File: src/rtl/usr_pkg.sv
// Shared definitions for the universal shift register: mode encodings, FSM
// states and a single-step shift/rotate function usable by RTL and models.
package usr_pkg;

  localparam int USR_MAXW = 64;

  localparam logic [2:0] MODE_HOLD = 3'b000;
  localparam logic [2:0] MODE_LOAD = 3'b001;
  localparam logic [2:0] MODE_SHL  = 3'b010;
  localparam logic [2:0] MODE_SHR  = 3'b011;
  localparam logic [2:0] MODE_ROL  = 3'b100;
  localparam logic [2:0] MODE_ROR  = 3'b101;
  localparam logic [2:0] MODE_ASR  = 3'b110;
  localparam logic [2:0] MODE_CLR  = 3'b111;

  typedef enum logic {
    ST_IDLE = 1'b0,
    ST_RUN  = 1'b1
  } state_t;

  function automatic logic is_shift(input logic [2:0] mode);
    return (mode != MODE_HOLD) && (mode != MODE_LOAD) && (mode != MODE_CLR);
  endfunction

  // Returns {q_next, sout} for one step on a register of 'width' bits held in
  // the low bits of q; bits at and above 'width' in the result are zero.
  function automatic logic [USR_MAXW:0] usr_step(input logic [2:0] mode,
                                                 input logic [USR_MAXW-1:0] q,
                                                 input logic sin,
                                                 input int unsigned width);
    logic [USR_MAXW-1:0] mask;
    logic [USR_MAXW-1:0] msb_mask;
    logic [USR_MAXW-1:0] qn;
    logic                msb;
    logic                so;
    msb_mask = USR_MAXW'(1) << (width - 1);
    mask     = (width >= USR_MAXW) ? '1 : ((USR_MAXW'(1) << width) - USR_MAXW'(1));
    msb      = |(q & msb_mask);
    qn       = q;
    so       = 1'b0;
    case (mode)
      MODE_SHL: begin qn = (q << 1) | USR_MAXW'(sin);           so = msb;  end
      MODE_SHR: begin qn = (q >> 1) | (sin ? msb_mask : '0);    so = q[0]; end
      MODE_ROL: begin qn = (q << 1) | USR_MAXW'(msb);           so = msb;  end
      MODE_ROR: begin qn = (q >> 1) | (q[0] ? msb_mask : '0);   so = q[0]; end
      MODE_ASR: begin qn = (q >> 1) | (msb ? msb_mask : '0);    so = q[0]; end
      default:  begin qn = q;                                   so = 1'b0; end
    endcase
    return {qn & mask, so};
  endfunction

endpackage

File: src/rtl/usr_ctrl.sv
// Burst controller: accepts requests while idle, clamps the step count and
// issues one operation enable per step together with the mode to apply.
module usr_ctrl
  import usr_pkg::*;
#(
  parameter int WIDTH = 8,
  parameter int AW    = $clog2(WIDTH) + 1
) (
  input  logic          i_clk,
  input  logic          i_rst,
  input  logic          i_start,
  input  logic [2:0]    i_mode,
  input  logic [AW-1:0] i_amount,
  output logic          o_op_en,
  output logic [2:0]    o_op_mode,
  output logic          o_busy,
  output logic          o_done,
  output state_t        o_state
);

  state_t        r_state;
  state_t        w_next_state;
  logic [AW-1:0] r_cnt;
  logic [AW-1:0] w_cnt_next;
  logic [2:0]    r_mode;
  logic [2:0]    w_mode_next;
  logic          r_done;
  logic          w_done_next;
  logic [AW-1:0] w_amt;

  // Handshake: i_start is sampled only in ST_IDLE; o_busy is high for every
  // cycle spent in ST_RUN and o_done pulses one cycle after the final step.
  always_comb begin
    w_amt        = (i_amount > AW'(WIDTH)) ? AW'(WIDTH) : i_amount;
    w_next_state = r_state;
    w_cnt_next   = r_cnt;
    w_mode_next  = r_mode;
    w_done_next  = 1'b0;
    o_op_en      = 1'b0;
    o_op_mode    = r_mode;
    case (r_state)
      ST_IDLE: begin
        if (i_start) begin
          o_op_mode   = i_mode;
          w_mode_next = i_mode;
          if (!is_shift(i_mode)) begin
            o_op_en     = 1'b1;
            w_done_next = 1'b1;
          end else if (w_amt == '0) begin
            w_done_next = 1'b1;
          end else begin
            o_op_en    = 1'b1;
            w_cnt_next = w_amt - AW'(1);
            if (w_amt > AW'(1)) w_next_state = ST_RUN;
            else                w_done_next  = 1'b1;
          end
        end
      end
      ST_RUN: begin
        o_op_en    = 1'b1;
        w_cnt_next = r_cnt - AW'(1);
        if (r_cnt == AW'(1)) begin
          w_next_state = ST_IDLE;
          w_done_next  = 1'b1;
        end
      end
      default: w_next_state = ST_IDLE;
    endcase
  end

  always_ff @(posedge i_clk or posedge i_rst) begin
    if (i_rst) begin
      r_state <= ST_IDLE;
      r_cnt   <= '0;
      r_mode  <= MODE_HOLD;
      r_done  <= 1'b0;
    end else begin
      r_state <= w_next_state;
      r_cnt   <= w_cnt_next;
      r_mode  <= w_mode_next;
      r_done  <= w_done_next;
    end
  end

  assign o_busy  = (r_state == ST_RUN);
  assign o_done  = r_done;
  assign o_state = r_state;

endmodule

File: src/rtl/univ_shift_reg.sv
// Universal shift register: parallel load, clear, shifts and rotates run as
// one-bit-per-clock bursts under a START/BUSY/DONE handshake.
module univ_shift_reg
  import usr_pkg::*;
#(
  parameter int WIDTH = 8,
  parameter int AW    = $clog2(WIDTH) + 1
) (
  input  logic             i_clk,
  input  logic             i_rst,
  input  logic             i_start,
  input  logic [2:0]       i_mode,
  input  logic [AW-1:0]    i_amount,
  input  logic [WIDTH-1:0] i_d,
  input  logic             i_sin,
  output logic [WIDTH-1:0] o_q,
  output logic             o_sout,
  output logic             o_busy,
  output logic             o_done,
  output state_t           o_state
);

  logic [WIDTH-1:0]  r_q;
  logic              r_sout;
  logic              w_op_en;
  logic [2:0]        w_op_mode;
  logic [USR_MAXW:0] w_step;
  logic [WIDTH-1:0]  w_q_next;
  logic              w_sout_next;

  usr_ctrl #(
    .WIDTH (WIDTH),
    .AW    (AW)
  ) u_ctrl (
    .i_clk     (i_clk),
    .i_rst     (i_rst),
    .i_start   (i_start),
    .i_mode    (i_mode),
    .i_amount  (i_amount),
    .o_op_en   (w_op_en),
    .o_op_mode (w_op_mode),
    .o_busy    (o_busy),
    .o_done    (o_done),
    .o_state   (o_state)
  );

  assign w_step      = usr_step(w_op_mode, USR_MAXW'(r_q), i_sin, WIDTH);
  assign w_q_next    = WIDTH'(w_step >> 1);
  assign w_sout_next = w_step[0];

  // SOUT only moves on shift/rotate steps; LOAD/CLR/HOLD keep its last value.
  always_ff @(posedge i_clk or posedge i_rst) begin
    if (i_rst) begin
      r_q    <= '0;
      r_sout <= 1'b0;
    end else if (w_op_en) begin
      case (w_op_mode)
        MODE_HOLD: r_q <= r_q;
        MODE_LOAD: r_q <= i_d;
        MODE_CLR:  r_q <= '0;
        default: begin
          r_q    <= w_q_next;
          r_sout <= w_sout_next;
        end
      endcase
    end
  end

  assign o_q    = r_q;
  assign o_sout = r_sout;

endmodule
File: config.mk
export PLATFORM = sky130hd
export DESIGN_NAME = univ_shift_reg
export DESIGN_NICKNAME = d
export VERILOG_FILES = /design/src/rtl/usr_pkg.sv /design/src/rtl/usr_ctrl.sv /design/src/rtl/univ_shift_reg.sv
export SDC_FILE = /design/constraint.sdc
export NUM_CORES = 1
export LEC_CHECK = 0
export ABC_AREA = 1
export CORE_MARGIN = 2
export CORE_UTILIZATION = 45
export CTS_CLUSTER_DIAMETER = 150
export DETAILED_ROUTE_END_ITERATION = 12
export PLACE_DENSITY = 0.76
export SYNTH_ARGS = -nofsm -noshare
export SYNTH_HDL_FRONTEND = slang
export SYNTH_SLANG_ARGS = --single-unit
File: constraint.sdc
create_clock -name i_clk -period 1.6 [get_ports i_clk]
set_input_delay 0.16 -clock i_clk [delete_from_list [all_inputs] [get_ports i_clk]]
set_output_delay 0.16 -clock i_clk [all_outputs]
set_load 0.005 [all_outputs]
After elaboration in Yosys (flattened, before gate mapping)
Index checks and enable logic that the tools add are counted.
{ "totals": {"ff_bits": 18, "input_bits": 19, "out_inout_bits": 12, "elab_cells": 72} }
{ "classes": {"addsub": 2, "order_cmp": 2, "n_eq_ne": 13, "n_mux": 29, "bitwise_logic": 8, "n_reduce_logical": 12} }
{ "op_table": {"columns": ["operator", "count"], "rows": [
  ["one-hot mux 8 bit (5 select lines)", 1],
  ["two-way mux 8 bit", 3],
  ["OR 7 x 8 -> 8 bit", 3],
  ["one-hot mux 8 bit (3 select lines)", 1],
  ["two-way mux 4 bit", 4],
  ["OR 8 x 1 -> 8 bit", 2],
  ["two-way mux 1 bit", 13],
  ["equality test 3 bit (second input constant)", 4],
  ["one-hot mux 1 bit (2 select lines)", 4],
  ["one-hot mux 4 bit (2 select lines)", 1],
  ["subtractor 4 x 1 -> 4 bit (second input constant)", 2],
  ["nonzero test 7 bit", 1],
  ["equality test 3 x 2 -> 1 bit (second input constant)", 2],
  ["two-way mux 3 bit", 2],
  ["AND reduction 3 bit", 2],
  ["OR reduction 3 bit", 2],
  ["equality test 4 x 1 -> 1 bit (second input constant)", 1],
  ["greater-than comparator 4 x 1 -> 1 bit (second input constant)", 1],
  ["greater-than comparator 4 bit (second input constant)", 1],
  ["logical NOT 4 bit", 1],
  ["inequality test 2 bit (second input constant)", 2],
  ["equality test 3 x 1 -> 1 bit (second input constant)", 1],
  ["logical NOT 3 bit", 1],
  ["inequality test 3 x 1 -> 1 bit (second input constant)", 1],
  ["7 further kinds", 10]
]} }

Depth between registers and ports, before layout
Gate-level depths: netlist of the first run.
{ "depth": {"depth_word": 8, "ltp_mapped": 13, "depth_no_buf": 13} }

Modules after synthesis
Synthesis of the first run repeated with hierarchy kept, for this count alone.
{ "hier_totals": {"cells_unflattened": 191, "area_unflattened_um2": 1333.8} }
{ "by_module_without_submodules": {"columns": ["mod", "instances", "cells_each", "area_per_inst_um2"], "rows": [
  ["univ_shift_reg", 1, 101, 679.4],
  ["usr_ctrl", 1, 90, 654.4]
]} }

Least setup slack after synthesis of the first run
No wires, ideal clock.
{ "synth_timing": {"path_type": "register to register", "startpoint": "register u_ctrl.r_state (netlist: u_ctrl.o_busy)", "endpoint": "register r_q[0] (netlist: o_q[0])", "setup_time_ps": 117, "arrival_time_ps": 1441, "t_required_ps": 1483, "setup_slack_ps": 43, "stages_incl_launch_ff": 12, "n_path_buf": 1, "synth_period_minus_slack_ps": 1557, "path_cell_list": "dfrtp_1 > buf_6 > inv_8 > nand2_4 > nand2_2 > nand2_4 > nor3_4 > nor2_4 > nand2_1 > nor2_1 > nor2_1 > nor2_1"} }
{ "synth_between": {"elab_chain_cells": 4, "word_cells_on_any_way": 16, "cone_classes": "eq/ne: 7; mux: 4; bitwise: 2; reduce/logical: 3"} }
{ "synth_lines": {"columns": ["element", "line_no", "text"], "rows": [
  ["from (decl)", "usr_ctrl.sv:21", "state_t r_state;"],
  ["from (signal assigned)", "usr_ctrl.sv:78", "r_state <= w_next_state;"],
  ["two-way mux 3 bit *", "usr_ctrl.sv:41", "case (r_state)"],
  ["via u_ctrl.o_op_mode[1]", "usr_ctrl.sv:15", "output logic [2:0] o_op_mode,"],
  ["equality test 3 bit, or another cell as far along", "usr_pkg.sv:41", "case (mode)"],
  ["one-hot mux 8 bit (5 select lines), or another cell as far along", "usr_pkg.sv:41", null],
  ["one-hot mux 8 bit (3 select lines) or AND reduction 3 bit (tied branches)", null, null],
  ["to (signal assigned)", "univ_shift_reg.sv:58", "MODE_HOLD: r_q <= r_q;"],
  ["to (signal assigned)", "univ_shift_reg.sv:59", "MODE_LOAD: r_q <= i_d;"],
  ["to (signal assigned)", "univ_shift_reg.sv:62", "r_q <= w_q_next;"],
  ["to (decl)", "univ_shift_reg.sv:23", "logic [WIDTH-1:0] r_q;"]
]} }
The timed path passes the listed nets; every way through them passes the cells marked *.
A chain may end at the register's enable or synchronous reset.

Final worst setup path of the first run
{ "layout_timing": {"startpoint": "register u_ctrl.r_state (netlist: u_ctrl.o_busy)", "endpoint": "register r_q[5] (netlist: o_q[5])"} }
The elaborated chain is that of the path after synthesis.

==> results of run 1 <==
worst register-to-register path, cell delays in order, from the launching register on:
cell,delay (ns)
dfrtp_2,0.46
inv_8,0.10
nand2_8,0.08
nand2_4,0.10
nand2_8,0.07
nor3_4,0.31
buf_4,0.19
nor2_4,0.05
nand3_1,0.09
a21oi_1,0.06
metal layers:
| metal | vias up | global-route usage [%] | wire [µm] |
|---|---|---|---|
| li1 | 749 | - | - |
| met1 | 668 | 26.1 | 1530 |
| met2 | 39 | 34.0 | 1610 |
| met3 | 8 | 3.28 | 158 |
| met4 | 0 | 4.87 | 69 |
| met5 | - | 0 | 0 |
kinds of logic (layout without fill, tap and decap cells):
group | Yosys count | in the layout | share of synthesized area (%)
compound gates | 30 | 30 | 12.1
xor+xnor | 2 | 2 | 1.28
fa+ha+maj | 4 | 4 | 3.66
buf+inv | 30 | 92 | 10.4
flops | 18 | 18 | 32.9
simple gates | 107 | 110 | 39.6
layout make-up:
| cell class | instances | area (µm²) | share of cell area, % |
|---|---|---|---|
| multi-input combinational | 146 | 861 | 42.2 |
| timing repair buffer | 62 | 541 | 26.5 |
| sequential | 18 | 452 | 22.2 |
| inverter | 26 | 108 | 5.28 |
| tap | 33 | 41.3 | 2.03 |
| clock buffer | 4 | 36.3 | 1.78 |
timing repair:
item | in CTS | in global routing
cloned | 1 | 2
setup endpoints to repair | 11 | 17
setup buffers | 9 | 3
pin swaps | 8 | 15
gates resized for setup | 8 | 15
through the flow:
step	util, %	std cells
6_report	68.4	289
3_3_place_gp	61.2	270
3_5_place_dp	61.2	270
5_1_grt	68.4	289
4_1_cts	65.2	284
2_1_floorplan	-	191
layout by cell type (no fill, tap or decap), drive strengths merged:
cell,Yosys,final
nand4,1,1
a21oi,14,14
o211ai,1,1
dlygate4sd2,0,3
o21ai,12,12
nand2,52,53
clkbuf,0,4
xnor2,1,1
a22oi,1,1
inv,26,26
a21boi,1,1
xor2,1,1
ha,4,4
buf,4,32
o32ai,1,1
dfrtp,18,18
nor3,2,2
clkdlybuf4s50,0,27
nor2,28,29
and2,1,1
nand3,22,23
nand3b,1,1
synthesized netlist by cell type:
master,n,area [µm²]
ha_1,4,50.1
nand2_2,3,18.8
buf_4,2,15.0
a22oi_1,1,7.51
o21ai_1,1,5.00
inv_2,3,11.3
nand3_2,5,50.1
inv_1,22,82.6
a21boi_2,1,11.3
xor2_1,1,8.76
nand2_4,5,56.3
nor2_1,27,101
o32ai_1,1,8.76
o211ai_1,1,7.51
nor3_4,1,16.3
nand3_1,16,80.1
xnor2_1,1,8.76
nand2_1,44,165
nand4_1,1,6.26
dfrtp_1,18,450
a21oi_1,14,70.1
nor2_4,1,11.3
buf_6,2,22.5
nand3_4,1,17.5
and2_1,1,6.26
nor3_1,1,5.00
inv_8,1,11.3
nand3b_1,1,7.51
o21ai_0,11,55.1
worst paths after layout:
path	slack, ns	cells after the start	endpoint	from
max reg2reg	-0.009	9	o_q[5]$_DFFE_PP0P_	u_ctrl.o_busy$_DFF_PP0_
max	-0.009	9	o_q[5]$_DFFE_PP0P_	u_ctrl.o_busy$_DFF_PP0_
max in group asynchronous	1.23	3	u_ctrl.o_busy$_DFF_PP0_	i_rst
min	0.16	3	u_ctrl.r_mode[2]$_DFF_PP0_	i_rst
min in group i_clk	0.44	5	u_ctrl.o_busy$_DFF_PP0_	i_amount[2]
min reg2reg	0.55	2	o_sout$_DFFE_PP0P_	o_sout$_DFFE_PP0P_
flip-flops by register name, indices dropped and copies added (netlist names):
register       flops
o_q                8
u_ctrl.o_busy      1
u_ctrl.o_done      1
u_ctrl.r_cnt       4
o_sout             1
u_ctrl.r_mode      3
where the power goes:
part	leakage [µW]	internal [µW]	total [µW]	switching, µW
combinational	0.000796	1150	2570	1420
sequential	0.000211	690	885	195
clock	0.0000210	139	277	139
total	0.00103	1970	3730	1750
==> out/results.ini, run 1 <==
[synthesis]
ys_seq_area_share_pct = 32.9
postSynthCellCount = 191
synth_warnings = 0
synth_area_um2 = 1370
synth_seq_cells = 18
avgSynthCellArea_um2 = 7.16
synthDistinctLibCells = 29
syn_nets = 214

[placed_design]
post-place-ws_ns = -0.523
portBuffers = 30
dp_hpwl_um = 2360
dpl_cell_area_um2 = 1820
gp_congestion = 0.860

[finish]
area_growth_pct = 49.0
layout-drive-gt1-share_pct = 27.7
diodes = 0
postLayoutCellArea_um2 = 2040
layout.nets = 280
n_fill_cell = 245

[clock_network]
cts_hold_buf = 0
clkTransAtPathRegs_ns = 0.11
cts_tree = done
numCtsBuffers = 3
clock_sinks = 18
cts_root_buffer = clkbuf_4
cts_buffer_depth = 2
insertion_delay_ns = 0.30
htree_levels = 1

[setup_path]
startpoint_type = flop
crit_fanout = 8
crit_top_cell = nand2_8
cp_slowest_cell = dfrtp_2
cp_cell_sequence = inv_8 > nand2_8 > nand2_4 > nand2_8 > nor3_4 > buf_4 > nor2_4 > nand3_1 > a21oi_1
crit_path_end_kind = flop
slowest_delay_ns = 0.46
arrival_ns = 1.79
required_ns = 1.78
critPathKind = flop to flop
crit_family = simple AND/OR/NAND/NOR gates
worst-path-buf-inv = 2

[global_routing]
antenna_found_initial = 0
grt_max_degree = 19
grt_overflow = 0
grt_pass1_vias = 1344
grtUsageTotal_pct = 19.8
grt_pass1_wl_um = 5420

[timing]
period_minus_slack_ns = 1.61
period_share_pct = 101
worst_slack_ns = -0.00861
setup_viol = 1
fin_tns_setup_ns = -0.00861
hold_violations = 0
slew-limit-headroom_pct = 80.5
whs_ns = 0.160
final_max_slew_viol_count = 0
fin_worst_skew_ns = 0.0115
timing.fmax_ghz = 0.622
rsz0062_at_grt = true
worst_slew_pin_slew_ns = 0.292

[status]
failed_checks = negative setup slack
status = finished with violations

[route]
drtIter0Drc = 65
drc = 0
wire_per_inst_um = 11.6
drt-pass1-iter-count = 4
wl_um = 3370
ant_nets = 0
vias = 1464
drt-vias-per-instance = 5.07

[floorplanning]
std_cell_rows = 20
core_area_um2 = 2980
start_util_pct = 45.9
chipWidth_um = 59.1
fp.dieArea_um2 = 3500
num_io_pins = 31
die_h_um = 59.1

[power_and_ir_drop]
ir_drop_uv = 849
power.density_nw_per_um2 = 1830
p_leak_uw = 0.00103
total_power_uw = 3730

[flow_run]
drv_cap = 0

[worst_hold_path]
hp-class = input pin to async pin

Note: power is estimated with default switching activity, not from simulation.
==> inputs of run 2 (changes only) <==
- REMOVE_ABC_BUFFERS: unset -> 1
- SETUP_SLACK_MARGIN: unset -> 0.3
- TNS_END_PERCENT: unset -> 10
==> run 2 against run 1 <==
Compared with the run above: design area is 3.3% higher; clock power is 7.2% higher; critical path type unchanged; the run now ends clean; via count up 3.7%; routed wire length is 9.1% higher.
==> out/results.ini, run 2 (synthesis gave the netlist of run 1 again) <==
[floorplanning]
fp.dieArea_um2 = 3500  ; unchanged
chipWidth_um = 59.1  ; unchanged
std_cell_rows = 20  ; unchanged
start_util_pct = 45.9  ; unchanged
num_io_pins = 31  ; unchanged
core_area_um2 = 2980  ; unchanged
die_h_um = 59.1  ; unchanged

[route]
vias = 1518  ; +3.7%
drc = 0  ; unchanged
drt-pass1-iter-count = 4  ; unchanged
ant_nets = 0  ; unchanged
drt-vias-per-instance = 5.29  ; +4.4%
drtIter0Drc = 67  ; +3.1%
wire_per_inst_um = 12.8  ; +9.8%
wl_um = 3670  ; +9.1%

[clock_network]
insertion_delay_ns = 0.31  ; about the same
clock_sinks = 18  ; unchanged
cts_root_buffer = clkbuf_4
cts_tree = done
clkTransAtPathRegs_ns = 0.11  ; about the same
numCtsBuffers = 3  ; unchanged
cts_buffer_depth = 2  ; unchanged
htree_levels = 1  ; unchanged

[power_and_ir_drop]
power_frac_seq_pct = 22.2  ; -1.5 points
pwr-share-clk_pct = 7.5  ; about the same
power.switching_uw = 1890  ; +7.7%
power_frac_comb_pct = 70.2  ; +1.4 points
ir_drop_uv = 710  ; -16%
swShare_pct = 48.0  ; +0.95 points
p_leak_uw = 0.00112  ; +8.6%
power.density_nw_per_um2 = 1870  ; +2.2%
p_int_uw = 2050  ; +3.6%
total_power_uw = 3930  ; +5.5%

[timing]
period_share_pct = 99.6  ; -0.91 points
worst_slack_ns = 0.00599  ; +0.0146 ns
fin_worst_skew_ns = 0.00271  ; -0.00884 ns
rsz0062_at_grt = true
slew-limit-headroom_pct = 77.2  ; -3.3 points
fin_tns_setup_ns = 0  ; +0.00861 ns
hold_violations = 0  ; unchanged
worst_slew_pin_slew_ns = 0.340  ; +0.0484 ns
setup_viol = 0  ; -1
period_minus_slack_ns = 1.59  ; -0.0146 ns
final_max_slew_viol_count = 0  ; unchanged
timing.fmax_ghz = 0.627  ; +0.92%

[setup_path]
cp_slowest_cell = dfrtp_2
critPathKind = flop to flop
slowest_delay_ns = 0.47  ; about the same
required_ns = 1.80  ; +0.02 ns
crit_fanout = 8  ; unchanged
arrival_ns = 1.80  ; about the same
startpoint_type = flop
crit_path_end_kind = flop
cp_cell_sequence = buf_6 > buf_4 > nor2_1 > a21oi_2 > buf_4 > nand2_2 > nor2_1 > o21ai_1 > nand2_1

[finish]
final_common_cell = nand2_1
utilization_pct = 70.7  ; +2.3 points
diodes = 0  ; unchanged
area_growth_pct = 54.0
seq_area_um2 = 452  ; unchanged
layout-drive-gt1-share_pct = 31.1  ; +3.4 points
largest_register_ffs = 8  ; unchanged
n_fill_cell = 228  ; -6.9%
layout_common_cells = nand2_1, nor2_1, buf_4
multi_input_area_um2 = 897  ; +4.2%
layout.nets = 278  ; -0.71%

[global_routing]
antenna_found_initial = 0  ; unchanged
grt_overflow = 0  ; unchanged
grt_max_degree = 19  ; unchanged
grtUsageTotal_pct = 24.5  ; +4.7 points
grt_pass1_wl_um = 6560  ; +21%
grt_pass1_vias = 1551  ; +15%

[placed_design]
gp_congestion = 0.820  ; -4.7%
post-place-ws_ns = -0.518  ; +0.00575 ns
portBuffers = 30  ; unchanged
dp_hpwl_um = 2400  ; +1.9%

[flow_run]
drv_cap = 0  ; unchanged

[status]
status = finished clean

[worst_hold_path]
hp-class = input pin to async pin

run 2: changes by cell type in the layout (fill, tap and decap cells not counted), moves of 5 or more:
cell / change
clkdlybuf4s50_1: -12
dlymetal6s2s_1: +10
buf_4: -7
nand2_1: -6
nand2_2: +6
buf_6: +5
run 2: worst max-delay path: cells and delay by family, from the launching register on:
kind                   cells  cell delay (ns)
AND/OR/NAND/NOR            4             0.39
flip-flops                 1             0.47
buffers and inverters      3             0.46
AO/OA/AOI/OAI              2             0.18
run 2: path summary, 6_finish.rpt:
path,startpoint,endpoint,slack (ns),depth (start not counted)
setup reg to reg,u_ctrl.o_busy$_DFF_PP0_,o_sout$_DFFE_PP0P_,0.006,9
min in group i_clk,i_amount[2],u_ctrl.o_done$_DFF_PP0_,0.40,6
max in group asynchronous,i_rst,u_ctrl.o_busy$_DFF_PP0_,1.23,3
setup / recovery,u_ctrl.o_busy$_DFF_PP0_,o_sout$_DFFE_PP0P_,0.006,9
hold reg to reg,o_sout$_DFFE_PP0P_,o_sout$_DFFE_PP0P_,0.54,2
hold / removal,i_rst,u_ctrl.r_cnt[0]$_DFFE_PP0P_,0.15,3
run 2: layout make-up:
cell class / count / area share, %
Inverter: 26 / 5.35
Sequential cell: 18 / 21.4
Multi-Input combinational cell: 146 / 42.6
Timing Repair Buffer: 60 / 26.9
Clock buffer: 4 / 1.72
Tap cell: 33 / 1.96
run 2: metrics by stage:
stage / instances / cell area, µm² / hold WS, ns
6_report: 287 / 2110 / 0.151
3_5_place_dp: 275 / 1860 / 0.495
4_1_cts: 286 / 2040 / 0.149
2_1_floorplan: 187 / 1330 / 0.0986
3_3_place_gp: 275 / 1860 / 0.495
5_1_grt: 287 / 2110 / 0.200
run 2: what timing repair did:
action / CTS / global route
pin swaps: 16 / 7
hold buffers: 0 / 0
gates resized for setup: 33 / 21
gates cloned: 3 / 0
setup endpoints to repair: 27 / 27
buffers inserted: 4 / 1
run 2: power by group through the flow:
stage	registers (µW)	logic, µW	clock network (µW)
6_report	875	2760	297
2_1_floorplan	886	1460	0
3_5_place_dp	884	2340	0
4_1_cts	877	2650	303
5_1_grt	909	3120	318
3_3_place_gp	877	2300	0
run 2: per-layer routing:
layer	global-route usage [%]	share of wire, %	vias up
met5	0	0	-
met4	11.4	3.4	0
met3	2.62	3.5	14
met2	40.3	49	41
met1	32.4	44	717
li1	-	-	746
==> inputs of run 3 (changes only) <==
- CORE_UTILIZATION: 45 -> 47
- CTS_BUF_LIST: unset -> sky130_fd_sc_hd__clkbuf_8
- PLACE_DENSITY: 0.76 -> 0.78
==> run 3 against run 2 <==
Compared with the run above: the flow now finishes with violations (negative setup slack); worst hold slack improved by 0.071 ns; sequential power barely moved; critical path depth is 2 higher; largest cell class unchanged.
==> out/results.ini, run 3 (synthesis gave the netlist of run 1 again) <==
[floorplanning]
core_area_um2 = 2760  ; -7.4%
die_h_um = 57.9  ; -2.0%
fp.dieArea_um2 = 3360  ; -4.0%
std_cell_rows = 19  ; -5.0%
start_util_pct = 49.6  ; +3.7 points
num_io_pins = 31  ; unchanged
chipWidth_um = 57.9  ; -2.0%

[finish]
layout_common_cells = nand2_1, buf_4, nor2_1
diodes = 0  ; unchanged
postLayoutCellArea_um2 = 2120  ; +0.83%
area_growth_pct = 55.3
layout.nets = 279  ; +0.36%
largest_register_ffs = 8  ; unchanged
utilization_pct = 77.0  ; +6.3 points
seq_area_um2 = 452  ; unchanged
multi_input_area_um2 = 912  ; +1.7%
layout-drive-gt1-share_pct = 32.3  ; +1.2 points
final_common_cell = nand2_1
n_fill_cell = 176  ; -23%

[clock_network]
cts_tree = done
htree_levels = 1  ; unchanged
clkTransAtPathRegs_ns = 0.07  ; -0.04 ns
numCtsBuffers = 3  ; unchanged
cts_root_buffer = clkbuf_8
clock_sinks = 18  ; unchanged
cts_buffer_depth = 2  ; unchanged
insertion_delay_ns = 0.25  ; -0.06 ns
cts_hold_buf = 0  ; unchanged

[global_routing]
grt_max_degree = 19  ; unchanged
grtUsageTotal_pct = 24.3  ; -0.22 points
grt_overflow = 0  ; unchanged
grt_pass1_vias = 1489  ; -4.0%
grt_pass1_wl_um = 6320  ; -3.6%
antenna_found_initial = 0  ; unchanged

[timing]
rsz0062_at_grt = true
setup_viol = 5  ; +5
fin_worst_skew_ns = 0.000757  ; -0.00195 ns
hold_violations = 0  ; unchanged
fin_tns_setup_ns = -0.0954  ; -0.0954 ns
period_minus_slack_ns = 1.65  ; +0.0565 ns
period_share_pct = 103  ; +3.5 points
final_max_slew_viol_count = 0  ; unchanged
worst_slew_pin_slew_ns = 0.342  ; +0.00194 ns
worst_slack_ns = -0.0505  ; -0.0565 ns
slew-limit-headroom_pct = 77.2  ; about the same
timing.fmax_ghz = 0.606  ; -3.4%

[setup_path]
cp_slowest_cell = dfrtp_2
worst-path-buf-inv = 3  ; unchanged
worst-path-stages = 11  ; +2
required_ns = 1.73  ; -0.07 ns
startpoint_type = flop
crit_family = simple AND/OR/NAND/NOR gates
arrival_ns = 1.78  ; -0.02 ns
crit_top_cell = nand2_4
crit_path_end_kind = flop
critPathKind = flop to flop
cp_cell_sequence = inv_8 > nand2_8 > nand2_4 > nand2_4 > nor3_4 > buf_6 > nor2_4 > inv_2 > nor2_1 > o21ai_1 > nand2_1
crit_fanout = 8  ; unchanged
slowest_delay_ns = 0.45  ; -0.02 ns
r2r.worst_path.cells = 11  ; +2

[status]
status = finished with violations
failed_checks = negative setup slack

[flow_run]
drv_cap = 0  ; unchanged

[placed_design]
post-place-ws_ns = -0.569  ; -0.0518 ns
portBuffers = 30  ; unchanged
dp_hpwl_um = 2430  ; +1.2%
gp_congestion = 0.846  ; +3.2%
dpl_cell_area_um2 = 1820  ; -2.2%

[power_and_ir_drop]
power.density_nw_per_um2 = 1830  ; -1.8%
p_leak_uw = 0.00111  ; -0.38%
total_power_uw = 3890  ; -1.0%
ir_drop_uv = 1290  ; +82%

[worst_hold_path]
hp-class = input pin to async pin

[route]
drt-vias-per-instance = 5.41  ; +2.2%
vias = 1541  ; +1.5%
drc = 0  ; unchanged
wire_per_inst_um = 14.3  ; +12%
drtIter0Drc = 80  ; +19%
ant_nets = 0  ; unchanged
drt-pass1-iter-count = 4  ; unchanged
wl_um = 4080  ; +11%

==> run 3: cell count changes in the layout (fill, tap and decap cells not counted), moves of 4 or more <==
cell	before	now
nand2_4	5	10
buf_4	24	29
nand2_2	14	7
dlygate4sd2_1	5	1
==> run 3: worst paths after layout <==
check	startpoint	end	slack, ns
max	u_ctrl.o_busy$_DFF_PP0_	o_sout$_DFFE_PP0P_	-0.05
max reg2reg	u_ctrl.o_busy$_DFF_PP0_	o_sout$_DFFE_PP0P_	-0.05
min in group i_clk	i_amount[0]	u_ctrl.r_cnt[0]$_DFFE_PP0P_	0.36
min	i_rst	o_q[4]$_DFFE_PP0P_	0.22
max in group asynchronous	i_rst	u_ctrl.o_busy$_DFF_PP0_	1.16
min reg2reg	o_sout$_DFFE_PP0P_	o_sout$_DFFE_PP0P_	0.54
==> run 3: cell type report <==
cell class	instances	area share (%)
Multi-Input combinational cell	145	43.0
Inverter	26	5.42
Timing Repair Buffer	62	26.6
Tap cell	31	1.83
Clock buffer	3	1.94
Sequential cell	18	21.3
==> run 3: power by group <==
part | total [µW] | internal [µW] | switching, µW
registers | 877 | 692 | 186
logic | 2700 | 1170 | 1530
clock network | 320 | 167 | 153
total | 3890 | 2030 | 1870
==> run 3: stage by stage <==
step,std cells,hold slack [ns]
6_report,285,0.222
5_1_grt,285,0.275
2_1_floorplan,187,0.0986
3_5_place_dp,268,0.501
4_1_cts,285,0.227
3_3_place_gp,268,0.495
==> run 3: tightest hold or removal path: stages <==
cell	delay [ns]
clkdlybuf4s50_1	0.39
inv_1	0.05
buf_4	0.25
==> run 3: what timing repair did <==
action | 4_1_cts | 5_1_grt
endpoints found under the setup margin | 20 | 26
cloned | 2 | 0
pin swaps | 11 | 17
resized for setup | 16 | 51
buffers inserted | 12 | 0
==> run 3: routing by layer <==
| layer | routed length, µm | track usage (%) | vias up |
|---|---|---|---|
| met3 | 246 | 2.46 | 13 |
| met5 | 0 | 0 | - |
| met2 | 2030 | 39.0 | 60 |
| met1 | 1700 | 33.2 | 723 |
| li1 | - | - | 745 |
| met4 | 107 | 11.3 | 0 |
